## config.mk

```make
export PLATFORM = sky130hd
export DESIGN_NAME = multi_cycle_controller_flat
export DESIGN_NICKNAME = d
export VERILOG_FILES = /design/src/rtl/multi_cycle_controller_if.sv /design/src/rtl/multi_cycle_controller.sv /design/src/flat_wrapper.sv
export SDC_FILE = /design/constraint.sdc
export NUM_CORES = 1
export LEC_CHECK = 0
export BUFFER_PORTS_ARGS = -buffer_cell sky130_fd_sc_hd__buf_4
export CAP_MARGIN = 10
export CORE_MARGIN = 10
export CORE_UTILIZATION = 48
export CTS_CLUSTER_SIZE = 8
export DETAILED_ROUTE_END_ITERATION = 10
export GPL_ROUTABILITY_DRIVEN = 0
export GPL_TIMING_DRIVEN = 0
export PLACE_DENSITY_LB_ADDON = 0.2
export SLEW_MARGIN = 20
export SYNTH_ARGS = -nofsm -noshare
export SYNTH_HDL_FRONTEND = slang
export SYNTH_SLANG_ARGS = --single-unit
```

## constraint.sdc

```tcl
create_clock -name clk -period 2.1 [get_ports clk]
set_clock_uncertainty 0.15 [all_clocks]
set_input_delay 0.42 -clock clk [delete_from_list [all_inputs] [get_ports clk]]
set_output_delay 0.42 -clock clk [all_outputs]
set_load 0.01 [all_outputs]
```

## src/rtl/multi_cycle_controller_if.sv

```systemverilog
// Control bus between the multi-cycle controller and its datapath.
// The master (controller) reads IR opcode, ALU zero and the memory handshake, and drives every enable/select.
interface multi_cycle_controller_if;
    logic       en;
    logic [5:0] op;
    logic       zero;
    logic       mem_ready;

    logic       PCWrite;
    logic       PCWriteCond;
    logic       IorD;
    logic       MemRead;
    logic       MemWrite;
    logic       IRWrite;
    logic       MemToReg;
    logic       RegDst;
    logic       RegWrite;
    logic       ALUSrcA;
    logic       ExtOp;
    logic [1:0] ALUSrcB;
    logic [2:0] ALUOp;
    logic [1:0] PCSource;
    logic       instr_done;
    logic       fault;
    logic [1:0] fault_code;
    logic [3:0] state;

    modport master (
        input  en, op, zero, mem_ready,
        output PCWrite, PCWriteCond, IorD, MemRead, MemWrite, IRWrite, MemToReg, RegDst,
               RegWrite, ALUSrcA, ExtOp, ALUSrcB, ALUOp, PCSource, instr_done, fault,
               fault_code, state
    );

    modport slave (
        output en, op, zero, mem_ready,
        input  PCWrite, PCWriteCond, IorD, MemRead, MemWrite, IRWrite, MemToReg, RegDst,
               RegWrite, ALUSrcA, ExtOp, ALUSrcB, ALUOp, PCSource, instr_done, fault,
               fault_code, state
    );
endinterface

```

## src/rtl/multi_cycle_controller.sv

```systemverilog
// Moore sequencer for a shared-ALU/shared-memory multi-cycle datapath (R/ori/lw/sw/beq/j).
// Control word is registered from the next state; only the memory-completion terms follow mem_ready directly.
module multi_cycle_controller #(
    parameter int WAIT_LIMIT = 15
) (
    input  logic                            clk,
    input  logic                            rst_n,
    multi_cycle_controller_if.master        bus
);
    typedef enum logic [3:0] {
        IDLE     = 4'd0,
        FETCH    = 4'd1,
        DECODE   = 4'd2,
        MEM_ADDR = 4'd3,
        MEM_RD   = 4'd4,
        MEM_WB   = 4'd5,
        MEM_WR   = 4'd6,
        EXEC_R   = 4'd7,
        R_WB     = 4'd8,
        EXEC_I   = 4'd9,
        I_WB     = 4'd10,
        BRANCH   = 4'd11,
        JUMP     = 4'd12,
        FAULT    = 4'd15
    } fsmState;

    typedef struct packed {
        logic       pcWrite;
        logic       pcWriteCond;
        logic       iorD;
        logic       memRead;
        logic       memWrite;
        logic       memToReg;
        logic       regDst;
        logic       regWrite;
        logic       aluSrcA;
        logic       extOp;
        logic [1:0] aluSrcB;
        logic [2:0] aluOp;
        logic [1:0] pcSource;
        logic       done;
        logic       fetchPhase;
        logic       writePhase;
    } ctrlWord;

    localparam logic [5:0] OP_RTYPE = 6'b000000;
    localparam logic [5:0] OP_ORI   = 6'b001101;
    localparam logic [5:0] OP_LW    = 6'b100011;
    localparam logic [5:0] OP_SW    = 6'b101011;
    localparam logic [5:0] OP_BEQ   = 6'b000100;
    localparam logic [5:0] OP_J     = 6'b000010;

    localparam logic [1:0] CODE_ILLEGAL = 2'b01;
    localparam logic [1:0] CODE_TIMEOUT = 2'b10;
    localparam logic [7:0] WAIT_LAST    = 8'(WAIT_LIMIT - 1);

    fsmState    stateReg;
    fsmState    stateNext;
    fsmState    afterDone;
    logic [7:0] waitReg;
    logic [7:0] waitNext;
    logic [1:0] faultCodeReg;
    logic [1:0] faultCodeNext;
    logic       faultReg;
    logic       memStall;
    ctrlWord    ctrlReg;
    logic       unusedZero;

    // The ALU zero flag is consumed by the datapath together with PCWriteCond.
    assign unusedZero = bus.zero;

    function automatic ctrlWord controlsFor(fsmState s);
        ctrlWord c;
        c = '0;
        case (s)
            FETCH: begin
                c.memRead    = 1'b1;
                c.aluSrcB    = 2'b01;
                c.fetchPhase = 1'b1;
            end
            DECODE: begin
                c.aluSrcB = 2'b11;
                c.extOp   = 1'b1;
            end
            MEM_ADDR: begin
                c.aluSrcA = 1'b1;
                c.aluSrcB = 2'b10;
                c.extOp   = 1'b1;
            end
            MEM_RD: begin
                c.memRead = 1'b1;
                c.iorD    = 1'b1;
            end
            MEM_WB: begin
                c.regWrite = 1'b1;
                c.memToReg = 1'b1;
                c.done     = 1'b1;
            end
            MEM_WR: begin
                c.memWrite   = 1'b1;
                c.iorD       = 1'b1;
                c.writePhase = 1'b1;
            end
            EXEC_R: begin
                c.aluSrcA = 1'b1;
                c.aluOp   = 3'b001;
            end
            R_WB: begin
                c.regWrite = 1'b1;
                c.regDst   = 1'b1;
                c.done     = 1'b1;
            end
            EXEC_I: begin
                c.aluSrcA = 1'b1;
                c.aluSrcB = 2'b10;
                c.aluOp   = 3'b010;
            end
            I_WB: begin
                c.regWrite = 1'b1;
                c.done     = 1'b1;
            end
            BRANCH: begin
                c.aluSrcA     = 1'b1;
                c.aluOp       = 3'b100;
                c.pcWriteCond = 1'b1;
                c.pcSource    = 2'b01;
                c.done        = 1'b1;
            end
            JUMP: begin
                c.pcWrite  = 1'b1;
                c.pcSource = 2'b10;
                c.done     = 1'b1;
            end
            default: c = '0;
        endcase
        return c;
    endfunction

    assign afterDone = bus.en ? FETCH : IDLE;

    always_comb begin
        stateNext     = stateReg;
        faultCodeNext = faultCodeReg;
        waitNext      = 8'd0;
        memStall      = 1'b0;
        case (stateReg)
            IDLE:     if (bus.en) stateNext = FETCH;
            FETCH:    if (bus.mem_ready) stateNext = DECODE; else memStall = 1'b1;
            DECODE: begin
                case (bus.op)
                    OP_RTYPE:      stateNext = EXEC_R;
                    OP_ORI:        stateNext = EXEC_I;
                    OP_LW, OP_SW:  stateNext = MEM_ADDR;
                    OP_BEQ:        stateNext = BRANCH;
                    OP_J:          stateNext = JUMP;
                    default: begin
                        stateNext     = FAULT;
                        faultCodeNext = CODE_ILLEGAL;
                    end
                endcase
            end
            MEM_ADDR: begin
                // The IR still holds the opcode, so lw/sw is re-read here rather than stored.
                if (bus.op == OP_LW) begin
                    stateNext = MEM_RD;
                end else if (bus.op == OP_SW) begin
                    stateNext = MEM_WR;
                end else begin
                    stateNext     = FAULT;
                    faultCodeNext = CODE_ILLEGAL;
                end
            end
            MEM_RD:   if (bus.mem_ready) stateNext = MEM_WB; else memStall = 1'b1;
            MEM_WR:   if (bus.mem_ready) stateNext = afterDone; else memStall = 1'b1;
            EXEC_R:   stateNext = R_WB;
            EXEC_I:   stateNext = I_WB;
            MEM_WB, R_WB, I_WB, BRANCH, JUMP: stateNext = afterDone;
            FAULT:    stateNext = FAULT;
            default:  stateNext = IDLE;
        endcase

        // A stalled access either counts one more wait cycle or gives up on the last tolerated one.
        if (memStall) begin
            if (waitReg == WAIT_LAST) begin
                stateNext     = FAULT;
                faultCodeNext = CODE_TIMEOUT;
            end else begin
                waitNext = waitReg + 8'd1;
            end
        end
    end

    always_ff @(posedge clk or negedge rst_n) begin
        if (!rst_n) begin
            stateReg     <= IDLE;
            waitReg      <= 8'd0;
            faultCodeReg <= 2'b00;
            faultReg     <= 1'b0;
            ctrlReg      <= '0;
        end else begin
            stateReg     <= stateNext;
            waitReg      <= waitNext;
            faultCodeReg <= faultCodeNext;
            faultReg     <= (stateNext == FAULT);
            ctrlReg      <= controlsFor(stateNext);
        end
    end

    // Instruction fetch and store completion must track mem_ready within the same cycle.
    assign bus.IRWrite     = ctrlReg.fetchPhase & bus.mem_ready;
    assign bus.PCWrite     = ctrlReg.pcWrite | (ctrlReg.fetchPhase & bus.mem_ready);
    assign bus.instr_done  = ctrlReg.done | (ctrlReg.writePhase & bus.mem_ready);
    assign bus.PCWriteCond = ctrlReg.pcWriteCond;
    assign bus.IorD        = ctrlReg.iorD;
    assign bus.MemRead     = ctrlReg.memRead;
    assign bus.MemWrite    = ctrlReg.memWrite;
    assign bus.MemToReg    = ctrlReg.memToReg;
    assign bus.RegDst      = ctrlReg.regDst;
    assign bus.RegWrite    = ctrlReg.regWrite;
    assign bus.ALUSrcA     = ctrlReg.aluSrcA;
    assign bus.ExtOp       = ctrlReg.extOp;
    assign bus.ALUSrcB     = ctrlReg.aluSrcB;
    assign bus.ALUOp       = ctrlReg.aluOp;
    assign bus.PCSource    = ctrlReg.pcSource;
    assign bus.fault       = faultReg;
    assign bus.fault_code  = faultCodeReg;
    assign bus.state       = stateReg;
endmodule

```

## src/flat_wrapper.sv

```systemverilog
// flat-port wrapper written by rule: the top's interface ports become plain ports
module multi_cycle_controller_flat 
#(
    parameter int WAIT_LIMIT = 15
)
  (clk, rst_n, bus_en, bus_op, bus_zero, bus_mem_ready, bus_PCWrite, bus_PCWriteCond, bus_IorD, bus_MemRead, bus_MemWrite, bus_IRWrite, bus_MemToReg, bus_RegDst, bus_RegWrite, bus_ALUSrcA, bus_ExtOp, bus_ALUSrcB, bus_ALUOp, bus_PCSource, bus_instr_done, bus_fault, bus_fault_code, bus_state);
  multi_cycle_controller_if bus_i ();
  input  logic clk;
  input  logic rst_n;
  input wire logic [$bits(bus_i.en)-1:0] bus_en;
  input wire logic [$bits(bus_i.op)-1:0] bus_op;
  input wire logic [$bits(bus_i.zero)-1:0] bus_zero;
  input wire logic [$bits(bus_i.mem_ready)-1:0] bus_mem_ready;
  output wire logic [$bits(bus_i.PCWrite)-1:0] bus_PCWrite;
  output wire logic [$bits(bus_i.PCWriteCond)-1:0] bus_PCWriteCond;
  output wire logic [$bits(bus_i.IorD)-1:0] bus_IorD;
  output wire logic [$bits(bus_i.MemRead)-1:0] bus_MemRead;
  output wire logic [$bits(bus_i.MemWrite)-1:0] bus_MemWrite;
  output wire logic [$bits(bus_i.IRWrite)-1:0] bus_IRWrite;
  output wire logic [$bits(bus_i.MemToReg)-1:0] bus_MemToReg;
  output wire logic [$bits(bus_i.RegDst)-1:0] bus_RegDst;
  output wire logic [$bits(bus_i.RegWrite)-1:0] bus_RegWrite;
  output wire logic [$bits(bus_i.ALUSrcA)-1:0] bus_ALUSrcA;
  output wire logic [$bits(bus_i.ExtOp)-1:0] bus_ExtOp;
  output wire logic [$bits(bus_i.ALUSrcB)-1:0] bus_ALUSrcB;
  output wire logic [$bits(bus_i.ALUOp)-1:0] bus_ALUOp;
  output wire logic [$bits(bus_i.PCSource)-1:0] bus_PCSource;
  output wire logic [$bits(bus_i.instr_done)-1:0] bus_instr_done;
  output wire logic [$bits(bus_i.fault)-1:0] bus_fault;
  output wire logic [$bits(bus_i.fault_code)-1:0] bus_fault_code;
  output wire logic [$bits(bus_i.state)-1:0] bus_state;
  assign bus_i.en = bus_en;
  assign bus_i.op = bus_op;
  assign bus_i.zero = bus_zero;
  assign bus_i.mem_ready = bus_mem_ready;
  assign bus_PCWrite = bus_i.PCWrite;
  assign bus_PCWriteCond = bus_i.PCWriteCond;
  assign bus_IorD = bus_i.IorD;
  assign bus_MemRead = bus_i.MemRead;
  assign bus_MemWrite = bus_i.MemWrite;
  assign bus_IRWrite = bus_i.IRWrite;
  assign bus_MemToReg = bus_i.MemToReg;
  assign bus_RegDst = bus_i.RegDst;
  assign bus_RegWrite = bus_i.RegWrite;
  assign bus_ALUSrcA = bus_i.ALUSrcA;
  assign bus_ExtOp = bus_i.ExtOp;
  assign bus_ALUSrcB = bus_i.ALUSrcB;
  assign bus_ALUOp = bus_i.ALUOp;
  assign bus_PCSource = bus_i.PCSource;
  assign bus_instr_done = bus_i.instr_done;
  assign bus_fault = bus_i.fault;
  assign bus_fault_code = bus_i.fault_code;
  assign bus_state = bus_i.state;
  multi_cycle_controller #(.WAIT_LIMIT(WAIT_LIMIT)) u_core (.clk(clk), .rst_n(rst_n), .bus(bus_i));
endmodule
```

# Word level (Yosys, flattened, before mapping)
# Cells that the tools add are included.
# totals
reg_bits,34
inputBits,11
out_inout_bits,26
elab_cells,105
# classes
add_sub_neg,1
eq_ne,32
mux,36
bitwise,4
n_reduce_logical,13
# ops
op,n
"equality test 4 bit, second input constant",12
one-hot mux 4 bit (10 select lines),1
"equality test 4 x 3 -> 1 bit, second input constant",8
two-way mux 4 bit,8
one-hot mux 4 bit (5 select lines),1
"equality test 4 x 2 -> 1 bit, second input constant",4
two-way mux 8 bit,2
two-way mux 1 bit,15
"equality test 6 bit, second input constant",2
two-way mux 2 bit,5
OR reduction 2 bit,5
OR reduction 5 bit,2
one-hot mux 3 bit (3 select lines),1
"adder 8 x 1 -> 8 bit, second input constant",1
"equality test 4 x 1 -> 1 bit, second input constant",2
"equality test 8 x 4 -> 1 bit, second input constant",1
one-hot mux 2 bit (2 select lines),2
"equality test 6 x 2 -> 1 bit, second input constant",1
"equality test 6 x 3 -> 1 bit, second input constant",1
"equality test 6 x 4 -> 1 bit, second input constant",1
logical NOT 6 bit,1
one-hot mux 2 bit (3 select lines),1
OR reduction 3 bit,2
OR reduction 6 bit,1
other kinds (4),6

# Depth between registers and ports, before layout
# Gate-level depths: netlist (run 1).
# logic_depth
word_depth,9
mapped_depth,7
ltp_nobuf,7

# Least setup slack after synthesis (run 1)
# OpenSTA, ideal clock, no wires.
# synth_path
path_type,flip-flop to flip-flop
from,"register u_core.stateReg[0], in the netlist u_core.bus.state[0]"
to,register u_core.ctrlReg[2] (netlist name)
setup_time_ns,0.104
t_arrival_ns,1.919
t_required_ns,1.846
setup_slack_ns,-0.073
stages_incl_launch_ff,8
n_path_buf,1
period_less_slack_ns,2.173
cell_sequence,dfrtp_1 > buf_2 > nor2_4 > nand3_1 > a211oi_2 > nor2_2 > or4_1 > o311ai_1
# synth_via
elab_chain_cells,8
word_cells_on_any_way,31
classes_between,18 x eq/ne; 9 x mux; 4 x reduce/logical
# synth_rtl
item,line_no,source
start: declaration,multi_cycle_controller.sv:57,fsmState stateReg;
start signal: assignment,multi_cycle_controller.sv:201,stateReg <= stateNext;
equality test 4 x 3 -> 1 bit or equality test 4 bit (tied branches),multi_cycle_controller.sv:146,case (stateReg)
OR reduction 5 bit,multi_cycle_controller.sv:146,
one-hot mux 4 bit (10 select lines),multi_cycle_controller.sv:146,
two-way mux 4 bit,multi_cycle_controller.sv:184,if (waitReg == WAIT_LAST) begin
two-way mux 4 bit (*),multi_cycle_controller.sv:183,if (memStall) begin
equality test 4 x 3 -> 1 bit or equality test 4 bit (tied branches),multi_cycle_controller.sv:75,case (s)
OR reduction 5 bit (no line) (*),-,
two-way mux 1 bit (*),multi_cycle_controller.sv:75,
end signal: assignment,multi_cycle_controller.sv:205,ctrlReg <= controlsFor(stateNext);
end: declaration,multi_cycle_controller.sv:66,ctrlWord ctrlReg;
# Every way passes the cells marked *; elsewhere a longest branch is shown, timed or not.

# Worst setup path after layout (run 1)
# layout_path
from,"register u_core.stateReg[3], in the netlist u_core.bus.state[3]"
to,register u_core.ctrlReg[2] (netlist name)
# Same word-level chain as after synthesis.

==> results of run 1 <==
sequential cells by signal, indices dropped and copies added (netlist names), 2 cells and up:
signal and count:
u_core.bus.state 4, u_core.ctrlReg 3, u_core.bus.ALUOp 2, u_core.bus.fault_code 2, u_core.bus.PCSource 2, u_core.waitReg 8, u_core.bus.ALUSrcB 2
worst min path at each step:
| stage | depth (start not counted) | slack, ns | endpoint |
|---|---|---|---|
| global route | 4 | 0.27 | u_core.bus.ALUOp[1]$_DFF_PN0_ |
| floorplan | 0 | -0.03 | u_core.bus.ALUOp[0]$_DFF_PN0_ |
| CTS | 4 | 0.26 | u_core.bus.ALUOp[1]$_DFF_PN0_ |
| finish | 4 | 0.29 | u_core.bus.ALUOp[1]$_DFF_PN0_ |
| global placement | 1 | 0.21 | u_core.bus.RegDst$_DFF_PN0_ |
| detailed placement | 1 | 0.22 | u_core.bus.MemToReg$_DFF_PN0_ |
final cells by class:
type / count / share of cell area (%)
plain buffers: 13 / 3.96
clock buffers: 5 / 1.58
clock inverters: 3 / 1.80
inverters: 5 / 0.792
multi-input cells: 125 / 38.1
flip-flops and latches: 32 / 34.0
well taps: 46 / 2.43
repair buffers: 54 / 17.4
per-layer routing:
layer | GRT usage, % | vias up
met3 | 5.29 | 19
met5 | 0 | -
met1 | 16.0 | 730
li1 | - | 734
met2 | 25.4 | 77
met4 | 7.35 | 0
power by group through the flow:
stage	Sequential (µW)	Combinational (µW)	Clock, µW
CTS	873	1770	471
finish	874	1980	457
global placement	857	1420	0
floorplan	886	955	0
detailed placement	864	1440	0
global route	892	2130	501
metrics by stage:
step	util [%]	instances	TNS, ns	cell area, µm²	hold slack, ns
after floorplan	-	175	0	1710	-0.0256
after global placement	60.0	255	-0.853	2020	0.211
after detailed placement	60.0	255	-1.18	2020	0.222
after CTS	68.5	278	-0.0194	2300	0.263
after global routing	70.5	283	-0.955	2370	0.270
final	70.5	283	-0.140	2370	0.286
critical path: stages (launching register included):
cell	delay, ns
dfrtp_2	0.46
buf_6	0.15
and2_1	0.16
o21ai_1	0.13
nand2_1	0.08
a22o_1	0.30
or4_4	0.55
o311ai_2	0.08
timing repair:
action | in CTS | in global routing
pin swaps | 7 | 6
resized for setup | 18 | 7
hold buffers | 1 | 0
setup buffers | 14 | 5
endpoints found under the setup margin | 11 | 17
endpoints found under the hold margin | 32 | 0
cells in the final DEF (no fill, tap or decap), types with 3 or more instances in the layout:
cell type  synthesis  layout
a21oi_1            6       6
xor2_1             6       6
nor4_1             4       3
clkbuf_4           0       5
nor2_1            18      18
dfrtp_2            0       4
nor2b_1            4       3
nand3_1            7       6
dfrtp_1           32      28
a21o_1             4       4
buf_4              7      59
and2_1             4       4
nand2_1           17      17
inv_1              4       4
nor3_1             9       9
nand4_1            3       3
nor2_4             1       3
buf_6              0       3
kinds of logic (layout without fill, tap and decap cells):
family	Yosys count	count (layout)	synth area share [%]
xor+xnor	7	7	3.62
fa+ha+maj	2	2	1.48
buf+inv	18	80	5.84
compound gates	33	33	15.7
simple gates	83	83	26.1
flops	32	32	47.3
==> flow_summary.ini, run 1 <==
[routing]
drt-met1-wl_um = 1690
viasPerCell = 5.51
drt-total-wl_um = 4600
route.met3.wl_um = 336
vias = 1560
drc_errors = 0
ant_nets = 0
routedWlPerCell_um = 16.3
wl_met2_um = 2440
drtIter0Drc = 130
drt_pre_antenna_iters = 4
dr.max_layer_used = met4

[pwr]
clockPowerShare_pct = 13.8
intPower_uw = 1950
p_leak_uw = 0.00114
ir_drop_mv = 0.857
power_frac_comb_pct = 59.8
power.switching_uw = 1370
swShare_pct = 41.2
power_density_nw_per_um2 = 1400
seqPwrFrac_pct = 26.4
total_power_uw = 3310

[logic_synthesis]
netlist_top_cells_count = 32 x dfrtp_1, 18 x nor2_1, 17 x nand2_1, 9 x nor3_1
synth_area_um2 = 1690
synthCells = 175
yosys_most_used_dff = dfrtp_1
async_flop_share_pct = 100
synth.avg_cell_area_um2 = 9.67
synth_area_leader_cell = dfrtp_1
synth_edf_count = 0
synth_nets = 188
ys_top_cells_by_area = dfrtp_1 47%, nor2_1 4.0%, nand2_1 3.8%, buf_4 3.1%, xor2_1 3.1%
ys_types = 48
yosys_warnings = 0
ys_seq_area_share_pct = 47.3
netlist.area_leader.share_pct = 47.3
synth.most_common_cell = dfrtp_1
ys_ff_latch = 32

[worst_setup_path]
r2r-start = u_core.bus.state[3]$_DFF_PN0_
worstSetupEndpointType = register
required_ns = 2.20
crit_path_start_kind = register
crit_arrival_ns = 2.27
crit_start = u_core.bus.state[3]$_DFF_PN0_
reg2reg_slack_ns = -0.07
cp-endpoint = u_core.ctrlReg[2]$_DFF_PN0_
criticalPathCategory = register to register
path_max_fanout = 7
reg2reg_depth = 7
reg2reg_to = u_core.ctrlReg[2]$_DFF_PN0_

[final_layout]
diodes = 0
multiInputGateArea_um2 = 902
drive_gt1_share_pct = 42.6
nets = 249
fillers = 259
area_delta_synth_final_pct = 40.0
regArea_um2 = 806

[sta]
hold_viol = 0
max_freq_mhz = 461
worst_pin_slew_ns = 0.542
slew_headroom_pct = 63.8
finalMaxSlewViolations = 0
fin_crit_ns = 2.17
layout_setup_ws_ns = -0.0683
post-route-period-util_pct = 103
rsz0062_at_grt = yes
setup_violations = 5

[global_routing]
antenna_found_initial = 0
grt_overflow = 0
grt_start_max_net_pins = 33
track_usage_pct = 14.9
grt_pass1_vias = 1606
grt_pass1_wl_um = 7670

[outcome]
status = finished with violations
violations = setup timing

[die]
die_y_um = 79.4
dieArea_um2 = 6300
core_um2 = 3360
die_w_um = 79.4
io_pins = 37
num_rows = 21
start_util_pct = 50.3

[placed_design]
post-place-ws_ns = -0.284
port_buffers = 34
detailed_place_hpwl_um = 2930

[clock_network]
tritoncts = done
root_buffer = clkbuf_4
htree_levels = 2
cts-buffers-inserted = 5
clock_path_buffers = 2
clk_pin_slew_worst_paths_ns = 0.11
clk_latency_ns = 0.34
clock_sinks = 32

[worst_hold_path]
min_from = bus_op[4]
hold_class = primary input to register

[job]
max_cap_violations = 0
(Power assumes the default switching activity.)
==> inputs of run 2 (changes only) <==
CORE_UTILIZATION = 53   (was 48)
PLACE_DENSITY = 0.81   (was default)
PLACE_DENSITY_LB_ADDON = default   (was 0.2)
clock period = 2 ns   (was 2.1 ns; I/O delays follow)
==> run 2 against run 1 <==
  * Cell count decreased by 2.5%
  * Non-clock buffer count fell by 5
  * Wire length shrank 4.1%
  * Global-route usage hardly changed
  * Total power grew 1.2%
  * Flip-flop and latch count stayed put
  * Fmax down 0.50%
  * Clock power is 15% lower
  * First-iteration DRC count rose by 5.4%
  * The run still ends with setup timing left
==> flow_summary.ini, run 2 (synthesized netlist as in run 1, its figures left out) <==
[placed_design]
dp_cells = 253
port_buffers = 34
detailed_place_hpwl_um = 3010
post-place-ws_ns = -0.308

[final_layout]
final_cell_mix = 54 x buf_4, 28 x dfrtp_1, 17 x nor2_1
area_delta_synth_final_pct = 37.7
final_common_cell = buf_4
drive_gt1_share_pct = 42.7
nets = 244
diodes = 0
largest_register_ffs = 8
top_register = u_core.waitReg
final_cells = 276

[worst_setup_path]
crit_path_top_delay_cell = or4_4
required_ns = 2.10
crit_arrival_ns = 2.28
worstSetupEndpointType = register
cp_cell_sequence = buf_6 > and2_1 > o21ai_1 > nand2_1 > a22o_4 > or4_4 > o311ai_2
criticalPathCategory = register to register
crit_path_start_kind = register
cp_slowest_stage_delay_ns = 0.54
path_max_fanout = 10
crit_family = simple AND/OR/NAND/NOR gates
crit_buf_inv = 1

[global_routing]
grt_pass1_vias = 1553
grt_start_max_net_pins = 33
grt_pass1_wl_um = 7290
track_usage_pct = 14.9
antenna_found_initial = 0
grt_overflow = 0

[sta]
hold_viol = 0
finalMaxSlewViolations = 0
post-route-period-util_pct = 109
slew_headroom_pct = 67.7
fin_crit_ns = 2.18
layout_setup_ws_ns = -0.179
whs_ns = 0.255
fin_tns_setup_ns = -0.427
worst_pin_slew_ns = 0.481
setup_violations = 7
max_freq_mhz = 459
rsz0062_at_grt = yes

[clock_network]
htree_levels = 2
cts-buffers-inserted = 5
clk_pin_slew_worst_paths_ns = 0.11
clock_sinks = 32
clk_latency_ns = 0.34
root_buffer = clkbuf_4
clock_path_buffers = 2
tritoncts = done

[outcome]
status = finished with violations
violations = setup timing

[die]
num_rows = 20
start_util_pct = 55.5
die_y_um = 76.5
die_w_um = 76.5
core_um2 = 3050
dieArea_um2 = 5850
io_pins = 37

[pwr]
p_leak_uw = 0.00112
power_density_nw_per_um2 = 1440
total_power_uw = 3350
ir_drop_mv = 0.772

[routing]
drtIter0Drc = 137
drt-total-wl_um = 4410
drt_pre_antenna_iters = 4
routedWlPerCell_um = 16.0
drc_errors = 0
viasPerCell = 5.66
ant_nets = 0
vias = 1562

[job]
max_cap_violations = 0

[worst_hold_path]
hold_class = primary input to register
==> run 2: stage by stage <==
stage,utilization [%],cell area [µm²]
after global routing,76.4,2330
after CTS,75.1,2290
after detailed placement,68.6,2090
after global placement,68.6,2090
final,76.4,2330
after floorplan,-,1780
==> run 2: worst reg2reg max path, stage by stage (launching register included) <==
cell and delay (ns):
dfrtp_2 0.45, buf_6 0.15, and2_1 0.17, o21ai_1 0.14, nand2_1 0.11, a22o_4 0.29, or4_4 0.55, o311ai_2 0.09
==> run 2: worst paths after layout <==
check / startpoint / end / slack (ns) / depth (start not counted)
setup / recovery: u_core.bus.state[3]$_DFF_PN0_ / u_core.ctrlReg[2]$_DFF_PN0_ / -0.18 / 7
hold / removal: bus_op[5] / u_core.bus.ALUOp[1]$_DFF_PN0_ / 0.25 / 4
setup reg to reg: u_core.bus.state[3]$_DFF_PN0_ / u_core.ctrlReg[2]$_DFF_PN0_ / -0.18 / 7
hold reg to reg: u_core.bus.fault_code[1]$_DFF_PN0_ / u_core.bus.fault_code[1]$_DFF_PN0_ / 0.35 / 2
max in group asynchronous: rst_n / u_core.bus.state[0]$_DFF_PN0_ / 1.01 / 2
min in group asynchronous: rst_n / u_core.ctrlReg[2]$_DFF_PN0_ / 0.36 / 2
==> run 2: repair_timing <==
action                                 CTS  global route
gates resized for setup                  4             6
endpoints found under the hold margin   32             0
setup buffers                           13             1
hold buffers                             1             0
pin swaps                                8             6
setup endpoints to repair               15            14
==> run 2: final cells by class <==
| type | instances | area [µm²] |
|---|---|---|
| inverters | 5 | 18.8 |
| flip-flops and latches | 32 | 806 |
| repair buffers | 49 | 374 |
| well taps | 44 | 55.1 |
| clock buffers | 6 | 51.3 |
| plain buffers | 13 | 93.8 |
| fillers | 204 | 722 |
| clock inverters | 2 | 10.0 |
| multi-input cells | 125 | 922 |
==> run 2: layer usage <==
layer | part of all wire (%) | global-route usage, % | wire length [µm] | vias up
li1 | - | - | - | 725
met2 | 51 | 26.5 | 2250 | 64
met4 | 2.4 | 5.20 | 104 | 0
met5 | 0 | 0 | 0 | -
met3 | 7.8 | 5.42 | 343 | 13
met1 | 39 | 15.8 | 1710 | 760
==> run 2: report_power, final <==
part / switching, µW / internal, µW / total (µW)
Combinational: 1100 / 951 / 2050
Sequential: 113 / 807 / 920
Clock: 220 / 167 / 388
Total: 1430 / 1930 / 3350
==> inputs of run 3 (changes only) <==
CORE_UTILIZATION = 48   (was 53)
PLACE_DENSITY = 0.78   (was 0.81)
clock period = 1.8 ns   (was 2 ns; I/O delays follow)
==> run 3 against run 2 <==
  * Utilization increased by 0.99 points
  * Total power increased by 39%
  * The run still ends with setup timing left
  * Fmax decreased by 3.0%
==> flow_summary.ini, run 3 (synthesized netlist as in run 1, its figures left out) <==
[clock_network]
cts-buffers-inserted = 5
clk_latency_ns = 0.32
root_buffer = clkbuf_4
tritoncts = done
htree_levels = 2
clock_path_buffers = 2
clock_sinks = 32
clk_pin_slew_worst_paths_ns = 0.10

[sta]
hold_viol = 0
fin_crit_ns = 2.25
layout_setup_ws_ns = -0.446
slew_headroom_pct = 62.3
max_freq_mhz = 445
rsz0062_at_grt = yes
setup_violations = 20
finalMaxSlewViolations = 0
worst_pin_slew_ns = 0.565
post-route-period-util_pct = 125

[worst_setup_path]
required_ns = 1.89
cp_cell_sequence = buf_4 > buf_8 > xor2_1 > o211ai_1 > nor2_2 > or4_1 > o311ai_1
worstSetupEndpointType = register
crit_path_start_kind = register
crit_family = simple AND/OR/NAND/NOR gates
crit_arrival_ns = 2.33
crit_buf_inv = 2
path_max_fanout = 10
crit_path_top_delay_cell = or4_1
criticalPathCategory = register to register
cp_slowest_stage_delay_ns = 0.54

[global_routing]
grt_overflow = 0
grt_pass1_wl_um = 7600
grt_start_max_net_pins = 33
antenna_found_initial = 0
grt_pass1_vias = 1636
track_usage_pct = 15.1

[die]
num_rows = 21
die_y_um = 79.4
core_um2 = 3360
dieArea_um2 = 6300
die_w_um = 79.4
start_util_pct = 50.3
io_pins = 37

[final_layout]
fin_area_um2 = 2600
area_delta_synth_final_pct = 53.7
final_common_cell = buf_4
diodes = 0
top_register = u_core.waitReg
final_cell_mix = 62 x buf_4, 28 x dfrtp_1, 16 x nor2_1
drive_gt1_share_pct = 51.4
nets = 259
final_util_pct = 77.3
largest_register_ffs = 8

[pwr]
power_density_nw_per_um2 = 1790
p_leak_uw = 0.00124
ir_drop_mv = 0.821

[routing]
vias = 1686
routedWlPerCell_um = 18.2
ant_nets = 0
drtIter0Drc = 242
drc_errors = 0
viasPerCell = 5.75
drt_pre_antenna_iters = 4
drt-total-wl_um = 5330

[outcome]
violations = setup timing
status = finished with violations

[worst_hold_path]
hold_class = primary input to register

[job]
max_cap_violations = 0

[placed_design]
post-place-ws_ns = -0.550
port_buffers = 34
detailed_place_hpwl_um = 3020
place_area_um2 = 2080
run 3: repair_timing:
action	in CTS	in global routing
resized for setup	25	24
endpoints found under the setup margin	18	22
setup buffers	21	8
pin swaps	13	4
endpoints found under the hold margin	32	0
hold buffers	1	0
run 3: cell type report:
type | count | area [µm²]
Multi-Input combinational cell | 125 | 1020
Sequential cell | 32 | 806
Fill cell | 217 | 762
Timing Repair Buffer | 64 | 517
Buffer | 13 | 105
Tap cell | 46 | 57.6
Clock buffer | 6 | 41.3
Clock inverter | 2 | 35.0
Inverter | 5 | 18.8
run 3: tightest hold or removal path: stages:
cell and delay (ns):
buf_4 0.11, nor2_4 0.06, nand3_2 0.09, inv_2 0.06
run 3: path summary, 6_finish.rpt:
path	start	slack, ns	cells after the start	to
max in group asynchronous	rst_n	0.84	2	u_core.bus.state[1]$_DFF_PN0_
min reg2reg	u_core.bus.fault_code[1]$_DFF_PN0_	0.33	2	u_core.bus.fault_code[1]$_DFF_PN0_
min in group asynchronous	rst_n	0.35	2	u_core.bus.PCSource[0]$_DFF_PN0_
max	u_core.bus.state[2]$_DFF_PN0_	-0.45	7	u_core.ctrlReg[2]$_DFF_PN0_
min	bus_op[5]	0.24	4	u_core.bus.ALUOp[1]$_DFF_PN0_
max reg2reg	u_core.bus.state[2]$_DFF_PN0_	-0.45	7	u_core.ctrlReg[2]$_DFF_PN0_
run 3: through the flow:
step | instances | setup TNS [ns] | hold WS (ns) | total power, µW
5_1_grt | 293 | -6.32 | 0.223 | 4930
3_5_place_dp | 255 | -6.07 | 0.162 | 2820
6_report | 293 | -4.51 | 0.244 | 4670
4_1_cts | 285 | -2.47 | 0.236 | 4120
2_1_floorplan | 175 | -0.612 | -0.0856 | 2260
3_3_place_gp | 255 | -5.50 | 0.154 | 2770
run 3: report_power, final:
group / leakage [µW] / internal [µW] / switching, µW / total, µW
Combinational: 0.000771 / 1560 / 1560 / 3120
Clock: 0.0000422 / 291 / 231 / 522
Sequential: 0.000423 / 897 / 125 / 1020
run 3: layer usage:
metal / vias to the layer above / track usage, % / routed length, µm
met2: 87 / 26.9 / 2700
li1: 758 / - / -
met4: 0 / 6.99 / 212
met5: - / 0 / 0
met1: 821 / 14.8 / 1970
met3: 20 / 6.31 / 446
